==> src/rtl/lp_chain_pkg.sv <==
// Shared definitions for the low-pass chain: default widths, the
// round/saturate helper and the FIFO level-width calculation.
package lp_chain_pkg;

  // Default widths shared with the FIR
  localparam int unsigned LpIw    = 24;
  localparam int unsigned LpOw    = 16;
  localparam int unsigned LpShift = 8;

  typedef struct packed {
    logic        sat;
    logic [63:0] data;
  } rnd_sat_t;

  // Occupancy needs one more bit than the address so that "full" is representable
  function automatic int unsigned level_w(input int unsigned depth);
    return $clog2(depth) + 1;
  endfunction

  // Arithmetic right shift of an already-biased value, then clamp to a signed
  // ow-bit range. Data comes back sign-extended to 64 bits; callers keep the
  // low ow bits.
  function automatic rnd_sat_t shift_sat(input logic signed [63:0] r,
                                         input int unsigned        shift,
                                         input int unsigned        ow);
    logic signed [63:0] y;
    logic signed [63:0] hi;
    logic signed [63:0] lo;
    rnd_sat_t           res;
    y        = r >>> shift;
    hi       = (64'sd1 <<< (ow - 1)) - 64'sd1;
    lo       = -(64'sd1 <<< (ow - 1));
    res.sat  = 1'b0;
    res.data = y;
    if (y > hi) begin
      res.sat  = 1'b1;
      res.data = hi;
    end else if (y < lo) begin
      res.sat  = 1'b1;
      res.data = lo;
    end
    return res;
  endfunction

endpackage

==> src/rtl/stream_fifo.sv <==
// Synchronous first-word-fall-through FIFO. Pointers carry one extra bit so
// full and empty are told apart without a separate counter.
module stream_fifo
  import lp_chain_pkg::*;
#(
  parameter int unsigned Width = 16,
  parameter int unsigned Depth = 16
) (
  input  logic                        clk,
  input  logic                        rstn,
  input  logic                        wr_en,
  input  logic [Width-1:0]            wr_data,
  input  logic                        rd_en,
  output logic [Width-1:0]            rd_data,
  output logic                        empty,
  output logic                        full,
  output logic [level_w(Depth)-1:0]   level
);

  localparam int unsigned Aw = $clog2(Depth);

  logic [Aw:0]      wptr_q;
  logic [Aw:0]      rptr_q;
  logic [Width-1:0] mem_q [Depth];
  logic             do_wr;
  logic             do_rd;

  // Status flags and handshake qualification
  always_comb begin
    empty = (wptr_q == rptr_q);
    full  = (wptr_q[Aw] != rptr_q[Aw]) && (wptr_q[Aw-1:0] == rptr_q[Aw-1:0]);
    do_rd = rd_en & ~empty;
    // A write into a full FIFO only lands if a read frees a slot this cycle
    do_wr = wr_en & (~full | do_rd);
    level = wptr_q - rptr_q;
    // Head is presented directly; zero when empty so idle output is defined
    rd_data = empty ? '0 : mem_q[rptr_q[Aw-1:0]];
  end

  // Pointer registers
  always_ff @(posedge clk or negedge rstn) begin
    if (!rstn) begin
      wptr_q <= '0;
      rptr_q <= '0;
    end else begin
      if (do_wr) wptr_q <= wptr_q + 1'b1;
      if (do_rd) rptr_q <= rptr_q + 1'b1;
    end
  end

  // Storage array, no reset needed since empty masks the output
  always_ff @(posedge clk) begin
    if (do_wr) mem_q[wptr_q[Aw-1:0]] <= wr_data;
  end

endmodule

==> src/rtl/lp_decim_quant.sv <==
// Post-FIR decimator and quantiser: keeps one sample in DECIM, rounds half
// up, saturates to OW bits and buffers into an AXI-stream FIFO. The FIR cannot
// be stalled, so FIFO overflow drops the sample and raises a sticky flag.
module lp_decim_quant
  import lp_chain_pkg::*;
#(
  parameter int unsigned IW    = LpIw,
  parameter int unsigned OW    = LpOw,
  parameter int unsigned SHIFT = LpShift,
  parameter int unsigned DECIM = 4,
  parameter int unsigned DEPTH = 16
) (
  input  logic                        clk,
  input  logic                        rstn,
  input  logic [IW-1:0]               s_axis_tdata,
  input  logic                        s_axis_tvalid,
  input  logic                        sync_clr,
  input  logic                        flags_clr,
  output logic [OW-1:0]               m_axis_tdata,
  output logic                        m_axis_tvalid,
  input  logic                        m_axis_tready,
  output logic [level_w(DEPTH)-1:0]   fifo_level,
  output logic                        sat_sticky,
  output logic                        ovf_sticky
);

  localparam int unsigned       PW        = (DECIM > 1) ? $clog2(DECIM) : 1;
  localparam logic [PW-1:0]     PhaseLast = PW'(DECIM - 1);
  localparam logic signed [IW:0] RoundK   = {{IW{1'b0}}, 1'b1} << (SHIFT - 1);

  logic [PW-1:0]      phase_q;
  logic [PW-1:0]      phase_d;
  logic               keep;
  logic signed [IW:0] s1_r_q;
  logic               s1_v_q;
  rnd_sat_t           rs;
  logic               rs_unused;
  logic [OW-1:0]      s2_d_q;
  logic               s2_sat_q;
  logic               s2_v_q;
  logic               fifo_empty;
  logic               fifo_full;
  logic               sat_set;
  logic               ovf_set;
  logic               sat_q;
  logic               ovf_q;

  // Phase tracking; sync_clr forces the current sample to phase 0
  always_comb begin
    keep    = s_axis_tvalid & (sync_clr | (phase_q == '0));
    phase_d = phase_q;
    if (sync_clr) begin
      phase_d = (s_axis_tvalid && (DECIM > 1)) ? PW'(1) : '0;
    end else if (s_axis_tvalid) begin
      phase_d = (phase_q == PhaseLast) ? '0 : phase_q + 1'b1;
    end
  end

  // Phase register
  always_ff @(posedge clk or negedge rstn) begin
    if (!rstn) phase_q <= '0;
    else       phase_q <= phase_d;
  end

  // Stage 1: add the rounding bias one bit wider so it cannot wrap
  always_ff @(posedge clk or negedge rstn) begin
    if (!rstn) begin
      s1_v_q <= 1'b0;
      s1_r_q <= '0;
    end else begin
      s1_v_q <= keep;
      if (keep) s1_r_q <= $signed({s_axis_tdata[IW-1], s_axis_tdata}) + RoundK;
    end
  end

  // Stage 2 combinational shift and clamp
  always_comb begin
    rs        = shift_sat(64'(s1_r_q), SHIFT, OW);
    rs_unused = ^rs.data[63:OW];
  end

  // Stage 2 register
  always_ff @(posedge clk or negedge rstn) begin
    if (!rstn) begin
      s2_v_q   <= 1'b0;
      s2_d_q   <= '0;
      s2_sat_q <= 1'b0;
    end else begin
      s2_v_q <= s1_v_q;
      if (s1_v_q) begin
        s2_d_q   <= rs.data[OW-1:0];
        s2_sat_q <= rs.sat;
      end
    end
  end

  stream_fifo #(
    .Width (OW),
    .Depth (DEPTH)
  ) u_fifo (
    .clk     (clk),
    .rstn    (rstn),
    .wr_en   (s2_v_q),
    .wr_data (s2_d_q),
    .rd_en   (m_axis_tready),
    .rd_data (m_axis_tdata),
    .empty   (fifo_empty),
    .full    (fifo_full),
    .level   (fifo_level)
  );

  // Sticky set conditions; a full FIFO is never empty so tready alone decides the read
  always_comb begin
    m_axis_tvalid = ~fifo_empty;
    sat_set       = s2_v_q & s2_sat_q;
    ovf_set       = s2_v_q & fifo_full & ~m_axis_tready;
    sat_sticky    = sat_q;
    ovf_sticky    = ovf_q;
  end

  // Sticky flags; set has priority over clear
  always_ff @(posedge clk or negedge rstn) begin
    if (!rstn) begin
      sat_q <= 1'b0;
      ovf_q <= 1'b0;
    end else begin
      sat_q <= sat_set | (sat_q & ~flags_clr);
      ovf_q <= ovf_set | (ovf_q & ~flags_clr);
    end
  end

endmodule
==> config.mk <==
export PLATFORM = sky130hd
export DESIGN_NAME = lp_decim_quant
export DESIGN_NICKNAME = d
export VERILOG_FILES = /design/src/rtl/lp_chain_pkg.sv /design/src/rtl/stream_fifo.sv /design/src/rtl/lp_decim_quant.sv
export SDC_FILE = /design/constraint.sdc
export NUM_CORES = 1
export LEC_CHECK = 0
export ABC_AREA = 1
export BUFFER_PORTS_ARGS = -buffer_cell sky130_fd_sc_hd__buf_2
export CORE_MARGIN = 10
export CORE_UTILIZATION = 45
export DETAILED_ROUTE_END_ITERATION = 10
export GPL_TIMING_DRIVEN = 1
export PLACE_DENSITY_LB_ADDON = 0.12
export SKIP_LAST_GASP = 1
export SLEW_MARGIN = 5
export SYNTH_ARGS = -nofsm -noshare
export SYNTH_HDL_FRONTEND = slang
export SYNTH_SLANG_ARGS = --single-unit
==> constraint.sdc <==
create_clock -name clk -period 8.42 [get_ports clk]
set_input_delay 0.842 -clock clk [delete_from_list [all_inputs] [get_ports clk]]
set_output_delay 0.842 -clock clk [all_outputs]
set_load 0.02 [all_outputs]
After elaboration in Yosys (flattened, before gate mapping)

Memories as Yosys holds them, arrays and structs flattened.
Index checks and enable logic that the tools add are counted.

Register bits after elaboration: 58
Memories kept: 1
Output and inout port bits: 24
Bits in writable memories: 256
Input bits: 30
Logic and storage cells: 50

Memory list:

| name         | depth | width | rd ports | clocked after memory_dff | wr ports | RTL line          | text |
|---|---|---|---|---|---|---|---|
| u_fifo.mem_q | 16    | 16    | 1        | 0                        | 1        | stream_fifo.sv:24 | `logic [Width-1:0] mem_q [Depth];` |

Reductions and logical operators: 3
Eq/ne operators: 4
Bitwise logic cells: 16
Muxes and demuxes: 9
Add/subtract/negate cells: 5
$lt $le $gt $ge: 2

Operator list:

| operator                                                     | count |
|---|---|
| 2-to-1 mux 65 bit                                            | 2 |
| adder 24 x 9 -> 25 bit, second input constant                | 1 |
| > comparator 17 x 16 -> 1 bit, second input constant         | 1 |
| less-than comparator 17 x 16 -> 1 bit, second input constant | 1 |
| 2-to-1 mux 16 bit                                            | 1 |
| adder 5 x 1 -> 5 bit, second input constant                  | 2 |
| bitwise AND 1 bit                                            | 8 |
| 2-to-1 mux 2 bit                                             | 3 |
| equality test 5 bit                                          | 1 |
| subtractor 5 bit                                             | 1 |
| equality test 4 bit                                          | 1 |
| NOT 1 bit                                                    | 4 |
| OR 1 bit                                                     | 4 |
| 2-to-1 mux 1 bit                                             | 3 |
| adder 2 x 1 -> 2 bit, second input constant                  | 1 |
| equality test 2 bit, second input constant                   | 1 |
| logical NOT 2 bit                                            | 1 |
| nonzero test 2 bit                                           | 1 |
| logical AND 1 bit                                            | 1 |
| != test 1 bit                                                | 1 |

Depth between registers and ports, before layout

Gate-level depths: netlist of the first run.

Depth after elaboration: 7
Mapped depth: 12
Depth with buffers taken out: 10

By module

From an unflattened synthesis of the first run, not the netlist that was laid out.

Cells, all modules: 1414
Area total of the unflattened synthesis: 13735.7 um^2

Modules (own cells, without submodules):

| module         | instances | area each (um^2) | cells each | sequential area each (um^2) |
|---|---|---|---|---|
| stream_fifo    | 1         | 11755.0          | 1164       | 7937.6 |
| lp_decim_quant | 1         | 1980.6           | 250        | 1001.0 |

Least setup slack after synthesis of the first run

Ideal clock, no wire load.

Kind: register -> output
Start point: reg u_fifo.rptr_q[2]
End point: out m_axis_tdata[11]
Path buffers: 3
Slack: 5330 ps
Arrival: 2248 ps
Data required time: 7578 ps
Stages on the path, launching flop included: 11
Path through: dfrtp_1 buf_4 clkinv_1 buf_2 ha_1 nand2_1 nor2_1 nand2_1 inv_1 buf_6 a21oi_1

Cells in the longest elaborated chain, start to end: 2
Elaborated cells between the ends (all ways): 3
Classes of those cells: eq/ne: 1; mux: 1; memory: 1

Ends and longest elaborated chain:

| element                                                            | RTL line             | text |
|---|---|---|
| start, declared                                                    | stream_fifo.sv:23    | `logic [Aw:0] rptr_q;` |
| start signal, assigned                                             | stream_fifo.sv:47    | `if (do_rd) rptr_q <= rptr_q + 1'b1;` |
| memory (16 x 16 bit) / equality test 5 bit (equally long branches) | -                    |  |
| 2-to-1 mux 16 bit *                                                | stream_fifo.sv:37    | `rd_data = empty ? '0 : mem_q[rptr_q[Aw-1:0]];` |
| end, declared                                                      | lp_decim_quant.sv:19 | `output logic [OW-1:0] m_axis_tdata,` |

Every way passes the cells marked *; elsewhere a longest branch is shown, timed or not.

Final worst setup path of the first run

Start point: reg u_fifo.rptr_q[2]
End point: out m_axis_tdata[2]

The elaborated chain is that of the path after synthesis.

==> out/metrics.csv, run 1 <==
stage,metric,value,unit
clock_network,cts_max_path_buffers,3,
detailed_routing,wl_per_cell,17.0,um
worst_setup_path,worst_r2r_endpoint,u_fifo.mem_q[7][8],
floorplanning,rows,63,
detailed_routing,final_antenna_net_count,0,
flow_run,maxCapViolations,0,
worst_setup_path,critPathSlowestCell,inv_1,
worst_setup_path,endpoint,m_axis_tdata[2],
timing,hold_violations,0,
final_layout,nFillCells,2661,
yosys,ys_warn_count,0,
worst_setup_path,path_class,reg -> out,
yosys,async_reset_ff_share,16.3,%
yosys,synthesis.instances,1390,
worst_setup_path,rrSetupSlack,5.36,ns
yosys,syn-mean-instance-area,9.79,um2
timing,min_period,4.41,ns
timing,max_freq,227,MHz
timing,setup_viol,0,
worst_setup_path,crit_path_end_kind,primary output,
grt,grt_max_degree,93,
final_layout,area_growth,13.1,%
worst_setup_path,worstPathArrival,3.57,ns
worst_setup_path,path_depth,10,
yosys,ys_seq_area_share,65.7,%
clock_network,cts_tree,done,
timing,timing.setup.tns,0,ns
detailed_routing,dr.pass1.iters,5,
floorplanning,io_pins,54,
yosys,syn_area,13600,um2
worst_setup_path,slowest_delay,0.64,ns
grt,grt_overflow,0,
worst_setup_path,path_delay_family,buffers and inverters,
detailed_routing,vias_per_cell,4.89,
worst_setup_path,crit_path_cell_trace,"buf_4, clkinv_1, buf_4, ha_1, nand2_1, nor2_1, nand2_1, inv_1, a21oi_1, buf_2",
clock_network,clkSinkCount,306,
yosys,synth_edf_count,256,
timing,tightest_slew,1.05,ns
placed_design,io_buffers,46,
timing,slew_violations,0,
timing,fin_skew,0.0106,ns
placed_design,dp_hpwl,18.2,mm
floorplanning,initial_core_util,45.8,%
final_layout,final_cell_count_no_fill,1856,
final_layout,mostFrequentLayoutCells,"511 x nand2_1, 256 x edfxtp_1, 211 x inv_1",
floorplanning,die_w,194,um
final_layout,antenna_cells,0,
clock_network,htreeDepth,2,
detailed_routing,totalWireLength,31.5,mm
floorplanning,die_height,194,um
clock_network,cts_resized,0,
detailed_routing,route.detailed.drc,0,
worst_setup_path,cp-start-kind,flip-flop,
clock_network,cts_made_buffers,35,
detailed_routing,vias,9074,
detailed_routing,drt_iter0_markers,685,
worst_setup_path,r2r_start,u_fifo.rptr_q[2],
final_layout,final_common_cell,nand2_1,
yosys,syn-num-nets,1433,
floorplanning,die_area,37600,um2
worst_setup_path,crit_fanout,19,
worst_setup_path,crit_buf_inv,5,
timing,rsz0062_at_grt,false,
clock_network,clock_latency,0.51,ns
placed_design,dp.cells,1794,
timing,fin_crit_sh,52.4,%
final_layout,drive_gt1_share,9.21,%
grt,grt_first_pass_wirelength,50.2,mm
grt,grt_usage,16.6,%
outcome,status,completed,
worst_setup_path,rr_worst_depth,12,
worst_setup_path,required,7.58,ns
clock_network,cts.clk_slew.worst_paths,0.06,ns
clock_network,post_cts_buffers,0,
yosys,synthDistinctLibCells,30,
pwr,powerDensity,351,nW/um2
yosys,synthFlopType,edfxtp_1,
clock_network,cts_hold_buffers,0,
hold_path,min_path_type,in -> async,
yosys,ys_ff_latch,306,
clock_network,clock-root-buffer,clkbuf_16,
timing,maxSlewHeadroom,29.9,%
pwr,vdd_drop_max,0.000420,V
pwr,p_leak,6.81,nW
floorplanning,coreArea,29700,um2
grt,antenna_found_initial,1,
final_layout,fin_nets,1484,
grt,grt_pass1_vias,8932,
placed_design,gp_congestion,0.784,
worst_setup_path,crit_start,u_fifo.rptr_q[2],
-- metal layers --
layer | part of all wire (%) | track usage, % | up-vias
li1 | - | - | 4545
met3 | 4.4 | 2.49 | 48
met5 | 0 | 0 | -
met1 | 46 | 22.7 | 4289
met4 | 2.3 | 4.77 | 0
met2 | 47 | 26.9 | 192
-- flip-flops by register name (all words and copies together), names as in the netlist --
signal and count:
u_fifo.mem_q 256, s1_r_q 17, s2_d_q 16, u_fifo.rptr_q 5
u_fifo.wptr_q 5, phase_q 2, ovf_sticky 1, s1_v_q 1
s2_sat_q 1, s2_v_q 1, sat_sticky 1
-- Yosys cell counts (3+ instances only) --
cell	instances	area (um2)
dfrtp_1	50	1250
buf_2	37	185
buf_4	6	45.0
nor2_2	3	18.8
a21oi_2	6	52.6
edfxtp_1	256	7690
xnor2_1	4	35.0
nor2_1	44	165
nor3_1	3	15.0
xor2_1	10	87.6
inv_1	212	796
inv_2	3	11.3
nand3_1	151	756
a21oi_1	31	155
clkbuf_1	6	22.5
nand4_1	4	25.0
nand2_1	511	1920
buf_1	7	26.3
o21ai_0	21	105
ha_1	12	150
-- power breakdown --
| part | internal (mW) | leakage, nW | switching [mW] |
|---|---|---|---|
| combinational | 0.532 | 3.36 | 1.29 |
| clock | 0.953 | 0.561 | 0.578 |
| sequential | 1.89 | 2.89 | 0.168 |
-- through the flow --
| step | setup WS, ns | cell area (um2) | total power [mW] | hold slack (ns) | utilization [%] |
|---|---|---|---|---|---|
| 3_5_place_dp | 4.55 | 14200 | 3.93 | 0.471 | 47.9 |
| 3_3_place_gp | 4.53 | 14200 | 3.91 | 0.467 | 47.9 |
| 4_1_cts | 4.00 | 15400 | 5.48 | 0.456 | 51.8 |
| 6_report | 4.01 | 15400 | 5.40 | 0.431 | 51.8 |
| 2_1_floorplan | 5.33 | 13600 | 3.31 | 0.349 | - |
| 5_1_grt | 3.81 | 15400 | 5.75 | 0.490 | 51.8 |
-- area by class of cell --
class	count	area (um2)	share of cell area, %
clock inverters	17	208	1.35
clock buffers	45	956	6.21
flip-flops and latches	306	8940	58.1
repair buffers	71	418	2.71
well taps	390	488	3.17
multi-input cells	810	3560	23.2
inverters	217	817	5.31
-- kinds of logic after synthesis --
family          synth area share [%]
xor+xnor                       0.901
compound gates                  2.65
simple gates                    21.4
buf+inv                         8.12
fa+ha+maj                       1.25
flops                           65.7
-- worst register-to-register path: stages (launching register included) --
cell and delay [ns]:
dfrtp_1 0.32, buf_4 0.29, clkinv_1 0.31, buf_4 0.29, ha_1 0.38, nand2_1 0.10
nor2_1 0.06, nand3b_1 0.11, nand2_1 0.13, inv_2 0.16, nand2_1 0.14, nor2_1 0.11
buf_4 0.31
-- worst min-delay path by stage --
stage / start / to
2_1_floorplan: s1_v_q / s2_v_q
3_3_place_gp: s1_r_q[11] / s1_r_q[11]
3_5_place_dp: s1_r_q[18] / s1_r_q[18]
4_1_cts: rstn / phase_q[1]
5_1_grt: rstn / phase_q[1]
6_report: rstn / phase_q[1]
Note: power is estimated with default switching activity, not from simulation.
==> inputs of run 2 (changes only) <==
--- a/config.mk
+++ b/config.mk
@@ -5,7 +5,7 @@
 export SDC_FILE = /design/constraint.sdc
 export NUM_CORES = 1
 export LEC_CHECK = 0
-export ABC_AREA = 1
+export ABC_AREA = 0
 export BUFFER_PORTS_ARGS = -buffer_cell sky130_fd_sc_hd__buf_2
 export CORE_MARGIN = 10
 export CORE_UTILIZATION = 45
==> constraint.sdc (replaced) <==
create_clock -name clk -period 3.7 [get_ports clk]
set_input_delay 0.37 -clock clk [delete_from_list [all_inputs] [get_ports clk]]
set_output_delay 0.37 -clock clk [all_outputs]
set_load 0.02 [all_outputs]
==> out/metrics.csv, run 2 <==
stage,metric,value,unit,change
outcome,status,completed,,
final_layout,fin_area,14100,um2,-8.6%
timing,fin_crit_sh,92.2,%,
worst_setup_path,required,3.33,ns,-4.25 ns
worst_setup_path,worstPathArrival,3.04,ns,-0.53 ns
yosys,synthFlopType,edfxtp_1,,
yosys,ys_warn_count,0,,unchanged
detailed_routing,drt_iter0_markers,430,,-37%
floorplanning,die_height,186,um,-4.0%
timing,min_period,3.41,ns,
worst_setup_path,slowest_delay,0.59,ns,-0.05 ns
hold_path,hold_depth,2,,
timing,rsz0062_at_grt,false,,
worst_setup_path,endpoint,m_axis_tdata[14],,
final_layout,drive_gt1_share,27.7,%,+19 points
worst_setup_path,path_class,reg -> out,,
clock_network,cts.clk_slew.worst_paths,0.06,ns,about the same
yosys,synthDistinctLibCells,39,,+30%
yosys,synth.most_common_cell,edfxtp_1,,
floorplanning,coreArea,27000,um2,-9.1%
placed_design,place_area,13100,um2,-7.6%
worst_setup_path,critPathSlowestCell,dfrtp_1,,
yosys,synth_edf_count,256,,unchanged
yosys,ys_ff_latch,306,,unchanged
pwr,intPower,7.56,mW,+120%
final_layout,mostFrequentLayoutCells,"256 x edfxtp_1, 64 x mux4_2, 49 x dfrtp_1",,
yosys,synth_top_area_share,61.9,%,+5.4 points
final_layout,nFillCells,2210,,-17%
floorplanning,initial_core_util,45.9,%,+0.16 points
detailed_routing,totalWireLength,25.1,mm,-20%
worst_setup_path,r2r_start,u_fifo.wptr_q[2],,
final_layout,area_growth,13.3,%,
floorplanning,die_w,186,um,-4.0%
clock_network,clkSinkCount,306,,unchanged
grt,grt_overflow,0,,unchanged
placed_design,io_buffers,46,,unchanged
pwr,p_leak,4.83,nW,-29%
floorplanning,die_area,34600,um2,-7.9%
yosys,async_reset_ff_share,16.3,%,unchanged
grt,antenna_found_initial,0,,-1
yosys,syn-num-nets,711,,-50%
clock_network,cts_tree,done,,
pwr,pwr-share-comb,31.4,%,-2.3 points
pwr,seqPwrFrac,43.5,%,+5.5 points
timing,hold_ws,0.0238,ns,-0.407 ns
timing,timing.setup.tns,0,ns,unchanged
detailed_routing,vias,6102,,-33%
pwr,fin_total_pwr,11.2,mW,+110%
clock_network,cts_max_path_buffers,3,,unchanged
final_layout,fin_nets,784,,-47%
hold_path,min_path_type,in -> reg,,
worst_setup_path,crit_start,u_fifo.wptr_q[2],,
clock_network,cts_made_buffers,31,,-11%
floorplanning,rows,60,,-4.8%
floorplanning,io_pins,54,,unchanged
clock_network,clock-root-buffer,clkbuf_16,,
timing,slew_violations,0,,unchanged
final_layout,seqCellArea,8940,um2,about the same
timing,tightest_slew,0.825,ns,-0.226 ns
detailed_routing,vias_per_cell,5.52,,+13%
yosys,syn_area,12400,um2,-8.7%
final_layout,largest_reg_flops,256,,unchanged
grt,grt_first_pass_wirelength,38.6,mm,-23%
grt,grt_pass1_vias,6516,,-27%
worst_setup_path,crit_path_end_kind,primary output,,
placed_design,dp_hpwl,15.3,mm,-16%
pwr,pwr-share-clk,25.0,%,-3.3 points
worst_setup_path,crit_fanout,13,,-6
pwr,switchingPower,3.63,mW,+79%
timing,setup_viol,0,,unchanged
final_layout,multi_input_area,3270,um2,-8.1%
clock_network,clock_latency,0.54,ns,+0.03 ns
timing,maxSlewHeadroom,45.0,%,+15 points
yosys,syn-mean-instance-area,18.6,um2,+90%
yosys,synth_area_leader_cell,edfxtp_1,,
flow_run,maxCapViolations,0,,unchanged
placed_design,gp_congestion,0.796,,+1.5%
clock_network,post_cts_buffers,0,,unchanged
grt,grt_usage,14.9,%,-1.7 points
final_layout,final_cell_count_no_fill,1105,,-40%
detailed_routing,dr.pass1.iters,4,,-1
final_layout,final_common_cell,edfxtp_1,,
yosys,synthesis.instances,668,,-52%
worst_setup_path,rr_worst_depth,6,,-6
grt,grt_max_degree,65,,-30%
worst_setup_path,path_depth,6,,-4
clock_network,htreeDepth,1,,-1
timing,hold_violations,0,,unchanged
worst_setup_path,worst_r2r_endpoint,u_fifo.mem_q[4][1],,
pwr,netSwitchingFraction,32.5,%,-5.2 points
worst_setup_path,crit_buf_inv,1,,-4
pwr,vdd_drop_max,0.000774,V,+84%
worst_setup_path,crit_path_cell_trace,"ha_1, nand4_1, nand2b_1, o311ai_0, a21oi_1, buf_2",,
detailed_routing,route.detailed.drc,0,,unchanged
worst_setup_path,path_delay_family,simple AND/OR/NAND/NOR gates,,
worst_setup_path,cp-start-kind,flip-flop,,
yosys,ys_seq_area_share,72.0,%,+6.3 points
placed_design,dp.cells,1048,,-42%
timing,fin_skew,0.00875,ns,-0.00184 ns
yosys,ys_top_cells_by_count,"256 x edfxtp_1, 64 x mux4_2, 50 x dfrtp_1, 32 x mux2_2, 31 x o21ai_0",,
worst_setup_path,rrSetupSlack,1.27,ns,-4.09 ns
yosys,synthTopCellsByArea,"edfxtp_1 62%, mux4_2 12%, dfrtp_1 10%, mux2_2 2.9%, xnor2_1 1.7%",,
final_layout,antenna_cells,0,,unchanged
pwr,powerDensity,796,nW/um2,+130%
detailed_routing,wl_per_cell,22.7,um,+34%
timing,max_freq,293,MHz,
detailed_routing,final_antenna_net_count,0,,unchanged
==> run 2: cell types whose count changed after synthesis, sizes merged, moves of 13 or more <==
cell   before  now
a21oi      37   19
buf        51   15
inv       215   16
maj3        0   15
mux2        0   32
mux2i       0   17
mux4        0   64
nand2     511   28
nand3     151    9
nor2       47   18
o21ai      21   34
xnor2       4   24
==> run 2: worst min-delay path by stage <==
stage,startpoint,endpoint
3_3_place_gp,rstn,u_fifo.wptr_q[2]
2_1_floorplan,rstn,ovf_sticky
4_1_cts,flags_clr,sat_sticky
6_report,flags_clr,sat_sticky
3_5_place_dp,rstn,u_fifo.wptr_q[2]
5_1_grt,sync_clr,phase_q[1]
==> run 2: per-stage QoR <==
step,setup WS [ns],utilization [%]
floorplan,0.309,-
global placement,0.940,48.6
detailed placement,0.853,48.6
CTS,0.252,52.1
global route,0.0744,52.1
finish,0.287,52.1
==> run 2: timing repair <==
| action | in CTS | in global routing |
|---|---|---|
| hold buffers | 1 | 0 |
| resized for setup | 0 | 0 |
| hold endpoints to repair | 7 | 0 |
==> run 2: power by group through the flow <==
stage,clock network (mW),registers (mW),logic (mW)
after floorplan,0,4.71,2.62
after global placement,0,4.91,3.58
after detailed placement,0,4.96,3.61
after CTS,2.88,4.89,3.63
after global routing,3.02,4.95,3.83
final,2.80,4.87,3.52
==> run 2: layout make-up <==
cell class                 count  share of cell area (%)
multi-input combinational    312                    23.3
inverter                      17                   0.454
timing repair buffer          73                    3.18
clock buffer                  43                    5.91
tap                          341                    3.03
sequential                   306                    63.6
clock inverter                13                   0.578
==> run 2: kinds of logic (layout without fill, tap and decap cells) <==
family                   count (synthesis)  after routing  synth area share [%]
flip-flops                             306            306                  72.0
XOR/XNOR                                27             27                  1.90
AO/OA/AOI/OAI                           61             61                  2.74
AND/OR/NAND/NOR                         83             83                  3.07
multiplexers                           113            113                  15.9
adder cells (fa/ha/maj)                 28             28                  2.58
buffers and inverters                   50            146                  1.84
==> run 2: routing by layer <==
metal	vias to the layer above	wire [um]	global-route usage [%]
li1	2783	-	-
met1	3141	10700	19.6
met2	143	12600	25.2
met3	35	1330	2.65
met4	0	502	3.61
met5	-	0	0
==> inputs of run 3 (changes only) <==
--- a/config.mk
+++ b/config.mk
@@ -7,8 +7,12 @@
 export LEC_CHECK = 0
 export ABC_AREA = 0
 export BUFFER_PORTS_ARGS = -buffer_cell sky130_fd_sc_hd__buf_2
+export CELL_PAD_IN_SITES_DETAIL_PLACEMENT = 2
+export CELL_PAD_IN_SITES_GLOBAL_PLACEMENT = 2
+export CORE_ASPECT_RATIO = 1.25
 export CORE_MARGIN = 10
-export CORE_UTILIZATION = 45
+export CORE_UTILIZATION = 43
+export CTS_CLUSTER_DIAMETER = 80
 export DETAILED_ROUTE_END_ITERATION = 10
 export GPL_TIMING_DRIVEN = 1
 export PLACE_DENSITY_LB_ADDON = 0.12
==> out/metrics.csv, run 3 (synthesis gave the netlist of run 2 again) <==
stage,metric,value,unit,change
grt,grt_first_pass_wirelength,48.0,mm,+24%
worst_setup_path,required,3.33,ns,about the same
detailed_routing,vias,6423,,+5.3%
floorplanning,coreArea,28500,um2,+5.4%
final_layout,area_growth,14.9,%,
timing,min_period,3.29,ns,-0.126 ns
timing,maxSlewHeadroom,49.8,%,+4.8 points
placed_design,dp_hpwl,19.4,mm,+27%
detailed_routing,dr.pass1.iters,5,,+1
hold_path,min_path_type,in -> reg,,
grt,grt_overflow,0,,unchanged
detailed_routing,final_antenna_net_count,0,,unchanged
pwr,p_leak,4.93,nW,+2.0%
final_layout,nFillCells,2557,,+16%
clock_network,clkSinkCount,306,,unchanged
worst_setup_path,critPathSlowestCell,dfrtp_1,,
worst_setup_path,path_delay_family,simple AND/OR/NAND/NOR gates,,
final_layout,largest_reg_flops,256,,unchanged
timing,tightest_slew,0.753,ns,-0.0716 ns
detailed_routing,drt_iter0_markers,420,,-2.3%
worst_setup_path,crit_fanout,13,,unchanged
clock_network,cts_max_path_buffers,3,,unchanged
worst_setup_path,crit_path_end_kind,primary output,,
final_layout,final_common_cell,edfxtp_1,,
timing,rsz0062_at_grt,false,,
worst_setup_path,path_class,reg -> out,,
placed_design,io_buffers,46,,unchanged
final_layout,drive_gt1_share,29.9,%,+2.2 points
placed_design,dp_worst_setup_slack,0.617,ns,-0.236 ns
timing,slew_violations,0,,unchanged
placed_design,gp_congestion,0.726,,-8.8%
clock_network,clock_latency,0.55,ns,about the same
worst_setup_path,worstPathArrival,2.92,ns,-0.12 ns
pwr,powerDensity,828,nW/um2,+4.0%
timing,fin_skew,0.0115,ns,+0.00279 ns
clock_network,cts_made_buffers,31,,unchanged
detailed_routing,wl_per_cell,27.8,um,+22%
worst_setup_path,slowest_delay,0.61,ns,+0.02 ns
final_layout,fin_nets,787,,+0.38%
worst_setup_path,cp-start-kind,flip-flop,,
worst_setup_path,crit_buf_inv,1,,unchanged
floorplanning,die_area,36100,um2,+4.3%
clock_network,post_cts_buffers,0,,unchanged
floorplanning,initial_core_util,43.6,%,-2.4 points
pwr,vdd_drop_max,0.000486,V,-37%
clock_network,htreeDepth,1,,unchanged
grt,antenna_found_initial,0,,unchanged
timing,max_freq,304,MHz,+3.8%
clock_network,clock-root-buffer,clkbuf_16,,
detailed_routing,totalWireLength,31.3,mm,+25%
floorplanning,rows,69,,+15%
grt,grt_usage,17.8,%,+2.9 points
grt,grt_pass1_vias,7465,,+15%
final_layout,mostFrequentLayoutCells,"256 x edfxtp_1, 64 x mux4_2, 49 x dfrtp_1",,
final_layout,antenna_cells,0,,unchanged
timing,setup_viol,0,,unchanged
worst_setup_path,crit_path_cell_trace,"ha_1, nand4_1, nand2b_2, o21ai_0, a21oi_1, buf_2",,
timing,fin_crit_sh,88.8,%,-3.4 points
clock_network,cts_tree,done,,
floorplanning,die_w,172,um,-7.6%
flow_run,maxCapViolations,0,,unchanged
timing,setup_slack,0.413,ns,+0.126 ns
clock_network,cts.clk_slew.worst_paths,0.06,ns,about the same
detailed_routing,vias_per_cell,5.71,,+3.5%
outcome,status,completed,,
timing,timing.setup.tns,0,ns,unchanged
grt,grt_max_degree,68,,+4.6%
detailed_routing,route.detailed.drc,0,,unchanged
floorplanning,die_height,210,um,+13%
timing,hold_violations,0,,unchanged
floorplanning,io_pins,54,,unchanged
## run 3: changes by cell type in the layout (fill, tap and decap cells not counted), moves of 2 or more
cell       change
buf_4          +2
bufinv_16      +2
clkbuf_1       -7
clkbuf_16      +2
clkbuf_8       +2
clkinv_1       -5
clkinv_2       +3
## run 3: what timing repair did
action	in CTS	in global routing
hold endpoints to repair	33	0
hold buffers	2	0
setup endpoints to repair	0	7
resized for setup	0	1
## run 3: cell type report
type | count | area, um2 | area share (%)
Sequential cell | 306 | 8940 | 62.7
Multi-Input combinational cell | 312 | 3280 | 23.0
Clock buffer | 40 | 882 | 6.18
Timing Repair Buffer | 76 | 473 | 3.31
Tap cell | 355 | 444 | 3.11
Clock inverter | 18 | 185 | 1.30
Inverter | 17 | 63.8 | 0.447
## run 3: final timing paths
path,start,cells past startpoint,to,slack [ns]
worst max register to register,u_fifo.wptr_q[2],6,u_fifo.mem_q[1][13],1.08
worst min register to register,u_fifo.wptr_q[4],1,u_fifo.wptr_q[4],0.49
min in group asynchronous,rstn,2,s1_r_q[10],0.41
worst max-delay path,u_fifo.wptr_q[2],6,m_axis_tdata[10],0.41
max in group asynchronous,rstn,4,phase_q[1],2.43
worst min-delay path,sync_clr,2,phase_q[1],0.04
## run 3: layer usage
| layer | wire, um | GRT usage, % | vias to the layer above |
|---|---|---|---|
| met2 | 16400 | 31.4 | 130 |
| li1 | - | - | 2791 |
| met4 | 456 | 3.78 | 0 |
| met1 | 13200 | 22.9 | 3469 |
| met5 | 0 | 0 | - |
| met3 | 1200 | 2.15 | 33 |
## run 3: metrics by stage
step	hold WS, ns	std cells	total power, mW	utilization, %	instance area [um2]
final	0.0424	1124	11.8	50.1	14300
after global routing	0.0435	1124	12.4	50.1	14300
after CTS	0.0304	1124	12.0	50.1	14300
after detailed placement	0.471	1064	8.77	46.3	13200
after global placement	0.475	1064	8.52	46.3	13200
after floorplan	0.0744	668	7.33	-	12400
## run 3: power breakdown
part | switching, mW | internal (mW) | total (mW) | leakage, nW
logic | 2.15 | 1.55 | 3.70 | 1.48
clock network | 1.31 | 1.90 | 3.21 | 0.521
registers | 0.492 | 4.41 | 4.90 | 2.93
